## src/rtl/prescaled_step_timer.sv

```systemverilog
// prescaled_step_timer
// Runtime-programmable prescaler that produces tick pulses. Each tick
// advances a step counter, which either wraps at a limit or stops there
// (one-shot). The counter can be paused without losing progress and
// cleared synchronously.
//
// Handshake: this block has no valid/ready interface. run is a plain level
// enable sampled every edge. tick and wrap are single-cycle registered
// pulses, and done and busy are registered levels. No input reaches an
// output combinationally.
module prescaled_step_timer #(
  parameter int CNT_W   = 13,
  parameter int DIV_W   = 8,
  parameter int ONESHOT = 0
) (
  input  logic             clk,
  input  logic             rst,
  input  logic             run,
  input  logic             clear,
  input  logic [DIV_W-1:0] div,
  input  logic [CNT_W-1:0] limit,
  output logic             tick,
  output logic             wrap,
  output logic             done,
  output logic             busy,
  output logic [CNT_W-1:0] step_val,
  output logic [1:0]       dbg_state
);

  typedef enum logic [1:0] {
    IDLE = 2'd0,
    RUN  = 2'd1,
    DONE = 2'd2
  } state_t;

  state_t           state;
  logic [DIV_W-1:0] pre;
  logic [DIV_W-1:0] div_m1;
  logic             period_end;
  logic             below_limit;
  logic [CNT_W-1:0] step_inc;
  logic             hits_limit;

  // Terminal prescaler count. A div of 0 behaves like 1, so every advancing
  // edge ticks. The >= test lets a mid-period div decrease take effect on
  // the next advancing edge instead of running the counter past the end.
  always_comb begin
    div_m1      = (div == '0) ? '0 : div - 1'b1;
    period_end  = (pre >= div_m1);
    below_limit = (step_val < limit);
    step_inc    = step_val + 1'b1;
    hits_limit  = (step_inc == limit);
  end

  // Main control: prescaler, step counter, FSM and all registered outputs.
  always_ff @(posedge clk) begin
    if (!rst) begin
      state    <= IDLE;
      pre      <= '0;
      step_val <= '0;
      tick     <= 1'b0;
      wrap     <= 1'b0;
      done     <= 1'b0;
    end else if (clear) begin
      state    <= IDLE;
      pre      <= '0;
      step_val <= '0;
      tick     <= 1'b0;
      wrap     <= 1'b0;
      done     <= 1'b0;
    end else if (state == DONE) begin
      // Terminal hold: only clear or reset leaves DONE.
      tick <= 1'b0;
      wrap <= 1'b0;
    end else if (run) begin
      if (period_end) begin
        pre  <= '0;
        tick <= 1'b1;
        if (below_limit) begin
          // step_val < limit, so step_inc cannot overflow.
          step_val <= step_inc;
          wrap     <= 1'b0;
          if ((ONESHOT != 0) && hits_limit) begin
            state <= DONE;
            done  <= 1'b1;
          end else begin
            state <= RUN;
          end
        end else if (ONESHOT == 0) begin
          // At or past the limit, which also covers a limit lowered mid-run.
          step_val <= '0;
          wrap     <= 1'b1;
          state    <= RUN;
        end else begin
          wrap  <= 1'b0;
          state <= DONE;
          done  <= 1'b1;
        end
      end else begin
        pre   <= pre + 1'b1;
        tick  <= 1'b0;
        wrap  <= 1'b0;
        state <= RUN;
      end
    end else begin
      // Pause: the prescaler and step counter are held, not cleared.
      state <= IDLE;
      tick  <= 1'b0;
      wrap  <= 1'b0;
    end
  end

  assign busy      = (state == RUN);
  assign dbg_state = state;

endmodule

```

## config.mk

```make
export PLATFORM = sky130hd
export DESIGN_NAME = prescaled_step_timer
export DESIGN_NICKNAME = d
export VERILOG_FILES = /design/src/rtl/prescaled_step_timer.sv
export SDC_FILE = /design/constraint.sdc
export NUM_CORES = 1
export LEC_CHECK = 0
export ABC_AREA = 1
export BUFFER_PORTS_ARGS = -buffer_cell sky130_fd_sc_hd__buf_4
export CAP_MARGIN = 20
export CORE_MARGIN = 5
export CORE_UTILIZATION = 61
export CTS_BUF_LIST = sky130_fd_sc_hd__clkbuf_4 sky130_fd_sc_hd__clkbuf_8
export DETAILED_ROUTE_END_ITERATION = 12
export GPL_ROUTABILITY_DRIVEN = 1
export PLACE_DENSITY = 0.91
export SKIP_LAST_GASP = 1
export SYNTH_ARGS = -nofsm -noshare
export SYNTH_HDL_FRONTEND = slang
export SYNTH_SLANG_ARGS = --single-unit
```

## constraint.sdc

```tcl
create_clock -name clk -period 5.3 [get_ports clk]
set_input_delay 0.53 -clock clk [delete_from_list [all_inputs] [get_ports clk]]
set_output_delay 0.53 -clock clk [all_outputs]
set_load 0.03 [all_outputs]
```

-- Word level (Yosys, flattened, before mapping)
Index checks and enable logic that the tools add are counted.
- logic and storage cells: 28
- output and inout port bits: 19
- register bits after elaboration: 25
- magnitude comparators: 2
- add/subtract/negate cells: 3
- mux-type cells: 6
- bitwise gates (word level): 4
- equality and inequality tests: 2
- reduce and logical (&&, ||, !) cells: 6
- operator list (cell ; number):
    $mux W8 ; 2
    $add A13 B1 Y13 const B ; 1
    $lt A13 B13 Y1 ; 1
    $mux W13 ; 1
    $add A8 B1 Y8 const B ; 1
    $ge A8 B8 Y1 ; 1
    $logic_not A8 Y1 ; 1
    $sub A8 B1 Y8 const B ; 1
    $reduce_or A5 Y1 ; 1
    $not A1 Y1 ; 4
    $reduce_or A4 Y1 ; 1
    $mux W1 ; 3
    $reduce_and A3 Y1 ; 1
    $eq A2 B1 Y1 const B ; 1
    $eq A2 B2 Y1 const B ; 1
    $reduce_and A2 Y1 ; 1
    $reduce_or A2 Y1 ; 1

-- Logic depth before layout (Yosys ltp)
Gate-level depths: netlist of the first run.
- depth after elaboration: 5
- depth in mapped cells: 21
- gate-level depth less buffers: 20

-- Worst setup path after synthesis of the first run
OpenSTA, ideal clock, no wires.
- path type: input to register
- start point: in div[0]
- end point: reg step_val[5]
- setup time: 0.109 ns
- arrival time: 2.310 ns
- slack: 2.882 ns
- cell stages on the path: 20
- path buffers: 1
- cells stage by stage: inv_1 -> ha_1 -> nand2_1 -> inv_1 -> nand2_1 -> nor3_1 -> inv_1 -> nand3_1 -> ha_1 -> nand2_1 -> nor2_1 -> nor2_1 -> nand2_1 -> nand2_2 -> nand2_4 -> buf_6 -> nand3_1 -> o21ai_0 -> nand2_1 -> inv_1
- longest elaborated chain between the ends: 4
- elaborated cells on any way between the ends: 5
- classes of those cells: add/sub: 1; order compare: 1; mux: 1; reduce/logical: 2
- ends and longest elaborated chain (what ; line ; RTL):
    start, declared ; 20 ; input logic [DIV_W-1:0] div,
    $sub A8 B1 Y8 or $logic_not A8 Y1 (tied branches) ; 48 ; div_m1 = (div == '0) ? '0 : div - 1'b1;
    $mux W8 * ; 48 ;
    $ge A8 B8 Y1 * ; 49 ; period_end = (pre >= div_m1);
    $reduce_and A3 Y1 (no line) * ; -- ;
    end signal, assigned ; 81 ; step_val <= step_inc;
    end, declared ; 26 ; output logic [CNT_W-1:0] step_val,
Mark *: on every way between the ends. The rest lies on a longest branch, timed or not.
A chain may end at the register's enable or synchronous reset.

-- Worst setup path after layout of the first run
- start point: in div[0]
- end point: reg step_val[4]
The elaborated chain is that of the path after synthesis.

==> impl_results.md, run 1 <==
- Status: completed
- Vias after detailed routing: 2025
- Post-Syn Instances: 317
- Synth Area in XOR/XNOR: about 3.5%
- Slew Limit Fails: 0
- First-pass DRT Iterations: 4
- Final WL: between 4 and 5 mm
- Max Cap Violations: 0
- Worst slew pin tran: between 0.8 and 0.9 ns
- First-pass GRT wire length: roughly 7.7 mm
- Antenna Cells: 0
- Clock Tree Buf Depth: 2
- Most frequent cells in the layout: nand2_1 (87), inv_1 (49), nor2_1 (44), buf_4 (41), nand3_1 (27)
- Fin area: about 2400 µm²
- Synthesized flop and latch total: 24
- Ys async rst share: 0%
- Overall Global Routing Usage: between 20% and 30%
- Mapped cell area: ~2000 µm²
- Clock slew at reported path FFs: ~0.11 ns
- Hold crit path type: reg -> reg
- Clock sinks: 24
- Startpoint Class: input pin
- Post-route ant nets: 0
- Number of buffers created by CTS: 3
- Setup bufs post-CTS: 0
- Area share of fa/ha/maj cells after synthesis: 14.2%
- Die Area: between 4000 and 5000 µm²
- Distinct cells, synth: 31
- Hold path start: pre[7]
- Final Setup Violations: 0
- Number of global-route vias before repair: 1866
- Fin Hold WS: approximately 0.54 ns
- LEAKAGE: approximately 1.3 nW
- Area grow syn2layout: 16.3%
- Hold path cells: 2
- Final Hold Fails: 0
- Synth Warn #: 0
- Most common cell after layout, fill and taps aside: nand2_1
- Main combinational cell family by area after synthesis: simple AND/OR/NAND/NOR gates
- Total grt overflow: 0
- Setup TNS: 0 ns
- F_max: about 390 MHz
- PD cells: around 130 nW/µm²
- Syn_area_per_cell: between 6 and 7 µm²
- Top Metal Used: met4
- Hold worst-path end: pre[7]
- Initial antenna violation count: 0
- Clock root cell: clkbuf_4
- Total power: 316 µW
- Crit. End Element: register
- Die X: 67.6 µm
- WL met2: about 2.3 mm
- Vias per inst: 5.06
- DP Wirelength: between 3 and 4 mm
- Core area: approximately 3300 µm²
- R2r endpoint: step_val[0]
- Seq/Total Area, Yosys: between 20% and 30%
- Post-synthesis compound-gate area fraction: between 3 and 4%
- Simple-Gate Fraction of Synth Area: a little over two fifths
- R2R Path Start: step_val[12]
- CTS Hold Bufs: 0
- Crit path max fanout: 17
- Fin worst setup slack: between 2 and 3 ns
- Worst skew pair latency: slightly above 0.3 ns
- VDD IR max: 0.0723 mV
- Final setup skew: roughly 0.012 ns
- Primary FF master, synth: dfxtp_1
- PortBufs: about 40
- R2r setup slk: 3.53 ns
- R2R depth: 10
- Avg WL per Cell: 11.3 µm
- WP data required: ~5.6 ns
- Worst slew margin: roughly two fifths
- Cell Count, Final, Fillers Out: 400
- Placed instance area: roughly 2300 µm²
- WL met1: 1.94 mm
- RD Place Congestion: approximately 0.86
- Finished Core Util: 71.8%
- Starting Density: between 60% and 70%
- Number of remaining DRC errors: 0
- Cell Rows: 21
- Placed cell count: 397
- Crit Path Category: in -> reg
- Resize count post-CTS: 0
- WL met3: slightly above 300 µm
- Period utilization: between 40 and 50%
- CTS tree: yes
- Tmin final: 2.56 ns
- NumNets Final: between 400 and 500
- FILL cells: about 270
- Share of cells above drive strength 1: around a fifth
- Mux cell area share after synthesis: less than 1%
- Post-synth EDFFs: 0
- Pre-CTS setup slack: 2.43 ns
- RSZ-0062 raised after global routing: false
- Worst EP arrival: 2.82 ns
- Initial drt markers: between 100 and 150
- Io pins: between 40 and 50
- # H-tree levels: 1
- Die H: 67.6 µm
- Largest net degree at the start of global routing: 21
## cells in the mapped netlist (2+ instances only)
cell / instances / area (µm²)
nand2_1: 87 / 327
nand3_1: 27 / 135
o21ai_0: 3 / 15.0
a21oi_1: 7 / 35.0
nand4_1: 7 / 43.8
nor3_2: 2 / 20.0
nor3_1: 3 / 15.0
ha_1: 23 / 288
buf_4: 4 / 30.0
or2_2: 4 / 25.0
xor2_1: 6 / 52.6
nand3_2: 2 / 20.0
inv_1: 49 / 184
buf_6: 2 / 22.5
dfxtp_1: 24 / 480
nand2_4: 2 / 22.5
nand2_2: 6 / 37.5
nor2_4: 2 / 22.5
nor2_1: 44 / 165
xnor2_1: 2 / 17.5
## critical path, cell delays in order
cell      delay [ns]
buf_4           0.11
inv_1           0.07
ha_1            0.18
nand2_1         0.06
inv_1           0.07
nand2_1         0.08
nor3_1          0.25
inv_1           0.15
nand3_1         0.10
ha_1            0.25
nand2_1         0.08
nand2_1         0.05
nor2_1          0.10
nand2_1         0.07
nand2_2         0.07
nand2_4         0.14
nand2_4         0.18
clkinv_2        0.11
o21ai_2         0.06
nand2_1         0.06
inv_1           0.05
## cell families (layout without fill, tap and decap cells)
group,after synthesis,in the layout
simple gates,188,188
buf+inv,59,95
flops,24,24
fa+ha+maj,23,23
compound gates,13,13
xor+xnor,8,8
other cells,1,2
mux,1,1
## registers in the layout (all words and copies together) (netlist names)
name	cells
step_val	13
wrap	1
tick	1
pre	8
dbg_state	1
## power by group
group	switching [mW]	internal, mW	leakage (nW)
combinational	0.0310	0.0252	1.05
sequential	0.000867	0.181	0.194
clock	0.0513	0.0266	0.0138
## per-layer routing
metal,track usage [%],vias to the layer above
met5,0,-
met4,4.30,0
met3,3.00,4
met2,38.2,73
met1,26.7,893
li1,-,1055
## worst max path at each step
stage,from,to,slack [ns],cells after the start
3_3_place_gp,div[0],step_val[12],2.56,20
6_report,div[0],step_val[4],2.74,21
5_1_grt,div[0],step_val[4],2.36,21
2_1_floorplan,div[0],step_val[5],2.88,20
4_1_cts,div[0],step_val[4],2.73,21
3_5_place_dp,div[0],step_val[10],2.43,19
## layout make-up
| class | instances | area [µm²] | area share [%] |
|---|---|---|---|
| multi-input combinational | 235 | 1300 | 55.0 |
| sequential | 24 | 480 | 20.4 |
| timing repair buffer | 41 | 308 | 13.1 |
| inverter | 51 | 193 | 8.17 |
| tap | 46 | 57.6 | 2.44 |
| clock buffer | 3 | 22.5 | 0.955 |
Power figures use the tool's default switching activity.
==> run 2, diff against run 1 <==
--- a/config.mk
+++ b/config.mk
@@ -5,15 +5,15 @@
 export SDC_FILE = /design/constraint.sdc
 export NUM_CORES = 1
 export LEC_CHECK = 0
-export ABC_AREA = 1
+export ABC_AREA = 0
 export BUFFER_PORTS_ARGS = -buffer_cell sky130_fd_sc_hd__buf_4
 export CAP_MARGIN = 20
 export CORE_MARGIN = 5
-export CORE_UTILIZATION = 61
+export CORE_UTILIZATION = 49
 export CTS_BUF_LIST = sky130_fd_sc_hd__clkbuf_4 sky130_fd_sc_hd__clkbuf_8
 export DETAILED_ROUTE_END_ITERATION = 12
 export GPL_ROUTABILITY_DRIVEN = 1
-export PLACE_DENSITY = 0.91
+export PLACE_DENSITY = 0.81
 export SKIP_LAST_GASP = 1
 export SYNTH_ARGS = -nofsm -noshare
 export SYNTH_HDL_FRONTEND = slang
==> constraint.sdc (replaced) <==
create_clock -name clk -period 2.3 [get_ports clk]
set_input_delay 0.23 -clock clk [delete_from_list [all_inputs] [get_ports clk]]
set_output_delay 0.23 -clock clk [all_outputs]
set_load 0.03 [all_outputs]
==> run 2 against run 1 <==
Against the previous run: the flow now finishes with violations (setup timing); die area is 3.0% higher; wire length shrank 6.5%; clock-buffer cell count is 1 higher; synthesized area is 17% lower; register-to-register slack got worse by 3.4 ns; largest power group unchanged; hold slack worse by 0.28 ns; via count decreased by 17%; sequential power is 130% higher.
==> impl_results.md, run 2 <==
- Synth Area in XOR/XNOR: 9.87%
- Main combinational cell family by area after synthesis: simple AND/OR/NAND/NOR gates
- Initial drt markers: about 80
- Simple-Gate Fraction of Synth Area: between 20% and 30%
- Number of global-route vias before repair: between 1000 and 1500
- Fin worst setup slack: -0.117 ns
- Largest net degree at the start of global routing: 19
- PortBufs: a little over 40
- Vias per inst: about 5.3
- Hold crit path type: in -> reg
- Mapped cell area: 1690 µm²
- CTS tree: yes
- Status: finished with violations
- Crit Path Category: in -> reg
- Cell Rows: 21
- Area grow syn2layout: 45.5%
- RD Place Congestion: 0.792
- Post-synth top cells: nor2_1 (25), dfxtp_1 (24), ha_1 (23)
- Io pins: 44
- Share of cells above drive strength 1: between 30 and 40%
- Die H: roughly 70 µm
- Distinct cells, synth: 40
- Slew Limit Fails: 0
- Final WL: 4.24 mm
- Yosys top cell by area: dfxtp_1
- Final setup skew: 0.00656 ns
- Primary FF master, synth: dfxtp_1
- Synth Warn #: 0
- Number of buffers created by CTS: 3
- CTS Hold Bufs: 0
- Finished Core Util: 73.5%
- Setup TNS: -1.32 ns
- Failing checks: setup timing
- Placed cell count: around 300
- WP data required: ~2.5 ns
- Worst EP arrival: roughly 2.7 ns
- Syn_area_per_cell: a little over 8 µm²
- Max Cap Violations: 0
- First-pass DRT Iterations: 4
- Post-route ant nets: 0
- Synthesized flop and latch total: 24
- DP Wirelength: 2.99 mm
- Initial antenna violation count: 0
- PD cells: 336 nW/µm²
- Die X: around 70 µm
- Avg WL per Cell: roughly 13 µm
- First-pass GRT wire length: roughly 6.5 mm
- Total power: between 800 and 900 µW
- Die Area: ~4700 µm²
- Tmin final: between 2 and 2.5 ns
- Post-Syn Instances: 204
- Max reg flops: 13
- Post-synth EDFFs: 0
- Largest reg by FF count: step_val
- Most common cell after layout, fill and taps aside: buf_4
- VDD IR max: between 0.3 and 0.4 mV
- Total grt overflow: 0
- Clock slew at reported path FFs: 0.13 ns
- Core area: 3340 µm²
- Top flop regs: step_val: 13 flops, pre: 8 flops
- Number of remaining DRC errors: 0
- Clock sinks: 24
- Ys async rst share: 0%
- Post-synthesis compound-gate area fraction: between 10% and 20%
- F_max: ~410 MHz
- Cell Count, Final, Fillers Out: 314
- Crit path max fanout: 5
- Overall Global Routing Usage: 18.5%
- Count leader, synth: nor2_1
- Startpoint Class: input pin
- Starting Density: between 50% and 60%
- Crit. End Element: register
- NumNets Final: between 300 and 400
- Area share of the largest cell type after synthesis: 28.5%
- Pre-CTS setup slack: -0.471 ns
- RSZ-0062 raised after global routing: true
- Seq/Total Area, Yosys: roughly 29%
- Vias after detailed routing: between 1500 and 2000
- LEAKAGE: around 1.2 nW
- Synth area leaders: dfxtp_1 (29%), ha_1 (17%), xor2_1 (8.3%)
- Final Setup Violations: 22
- Area share of fa/ha/maj cells after synthesis: 17.1%
- Worst skew pair latency: around 0.34 ns
- Clock root cell: clkbuf_4
- Most frequent cells in the layout: buf_4 (57), dfxtp_1 (24), ha_1 (21), nor2_1 (20), xor2_1 (16)
- Antenna Cells: 0
- Clock Tree Buf Depth: 2
- Mux cell area share after synthesis: 1.19%
- Final Hold Fails: 0
- # H-tree levels: 1
- Period utilization: 105%
==> run 2: where the power goes <==
part | total, mW | switching (mW) | internal, mW
registers | 0.420 | 0.00189 | 0.418
clock network | 0.238 | 0.141 | 0.0974
logic | 0.167 | 0.0787 | 0.0879
==> run 2: kinds of logic after synthesis <==
family          after synthesis
xor+xnor                     19
buf+inv                      23
flops                        24
mux                           2
simple gates                 87
compound gates               25
other cells                   1
fa+ha+maj                    23
==> run 2: repair_timing <==
| action | 4_1_cts | 5_1_grt |
|---|---|---|
| hold endpoints to repair | 0 | 0 |
| gates cloned | 3 | 0 |
| pin swaps | 15 | 5 |
| buffers inserted | 2 | 2 |
| gates resized for setup | 15 | 11 |
| setup endpoints to repair | 21 | 22 |
==> run 2: final timing paths <==
path	startpoint	end	slack, ns	cells past startpoint
worst max-delay path	div[1]	step_val[2]	-0.12	14
worst min-delay path	rst	tick	0.27	3
worst max register to register	step_val[6]	step_val[12]	0.13	7
worst min register to register	step_val[1]	step_val[1]	0.55	2
==> run 2: layout make-up <==
cell class                 count  area [µm²]
multi-input combinational    160        1290
inverter                      17        83.8
timing repair buffer          63         504
sequential                    24         480
clock buffer                   4        36.3
tap                           46        57.6
fill                         249         885
==> run 2: layer usage <==
layer  track usage, %  vias up  routed length [µm]
met4             6.70        0                  87
met1             25.6      776                1990
li1                 -      831                   -
met5                0        -                   0
met2             28.4       55                1900
met3             3.57        9                 263
==> run 2: metrics by stage <==
stage,hold WS [ns],area (µm²)
3_3_place_gp,0.506,2260
5_1_grt,0.259,2450
3_5_place_dp,0.513,2260
6_report,0.266,2450
4_1_cts,0.270,2390
2_1_floorplan,0.462,1810
==> run 2: worst max-delay path, cell delays in order <==
cell       delay, ns
buf_12          0.11
inv_12          0.04
ha_4            0.12
nor2b_4         0.14
nand3b_1        0.10
or3_4           0.40
and2_4          0.16
ha_4            0.25
nand2b_4        0.12
a2111oi_4       0.07
o31ai_4         0.36
buf_6           0.19
a21oi_4         0.07
a211o_1         0.30
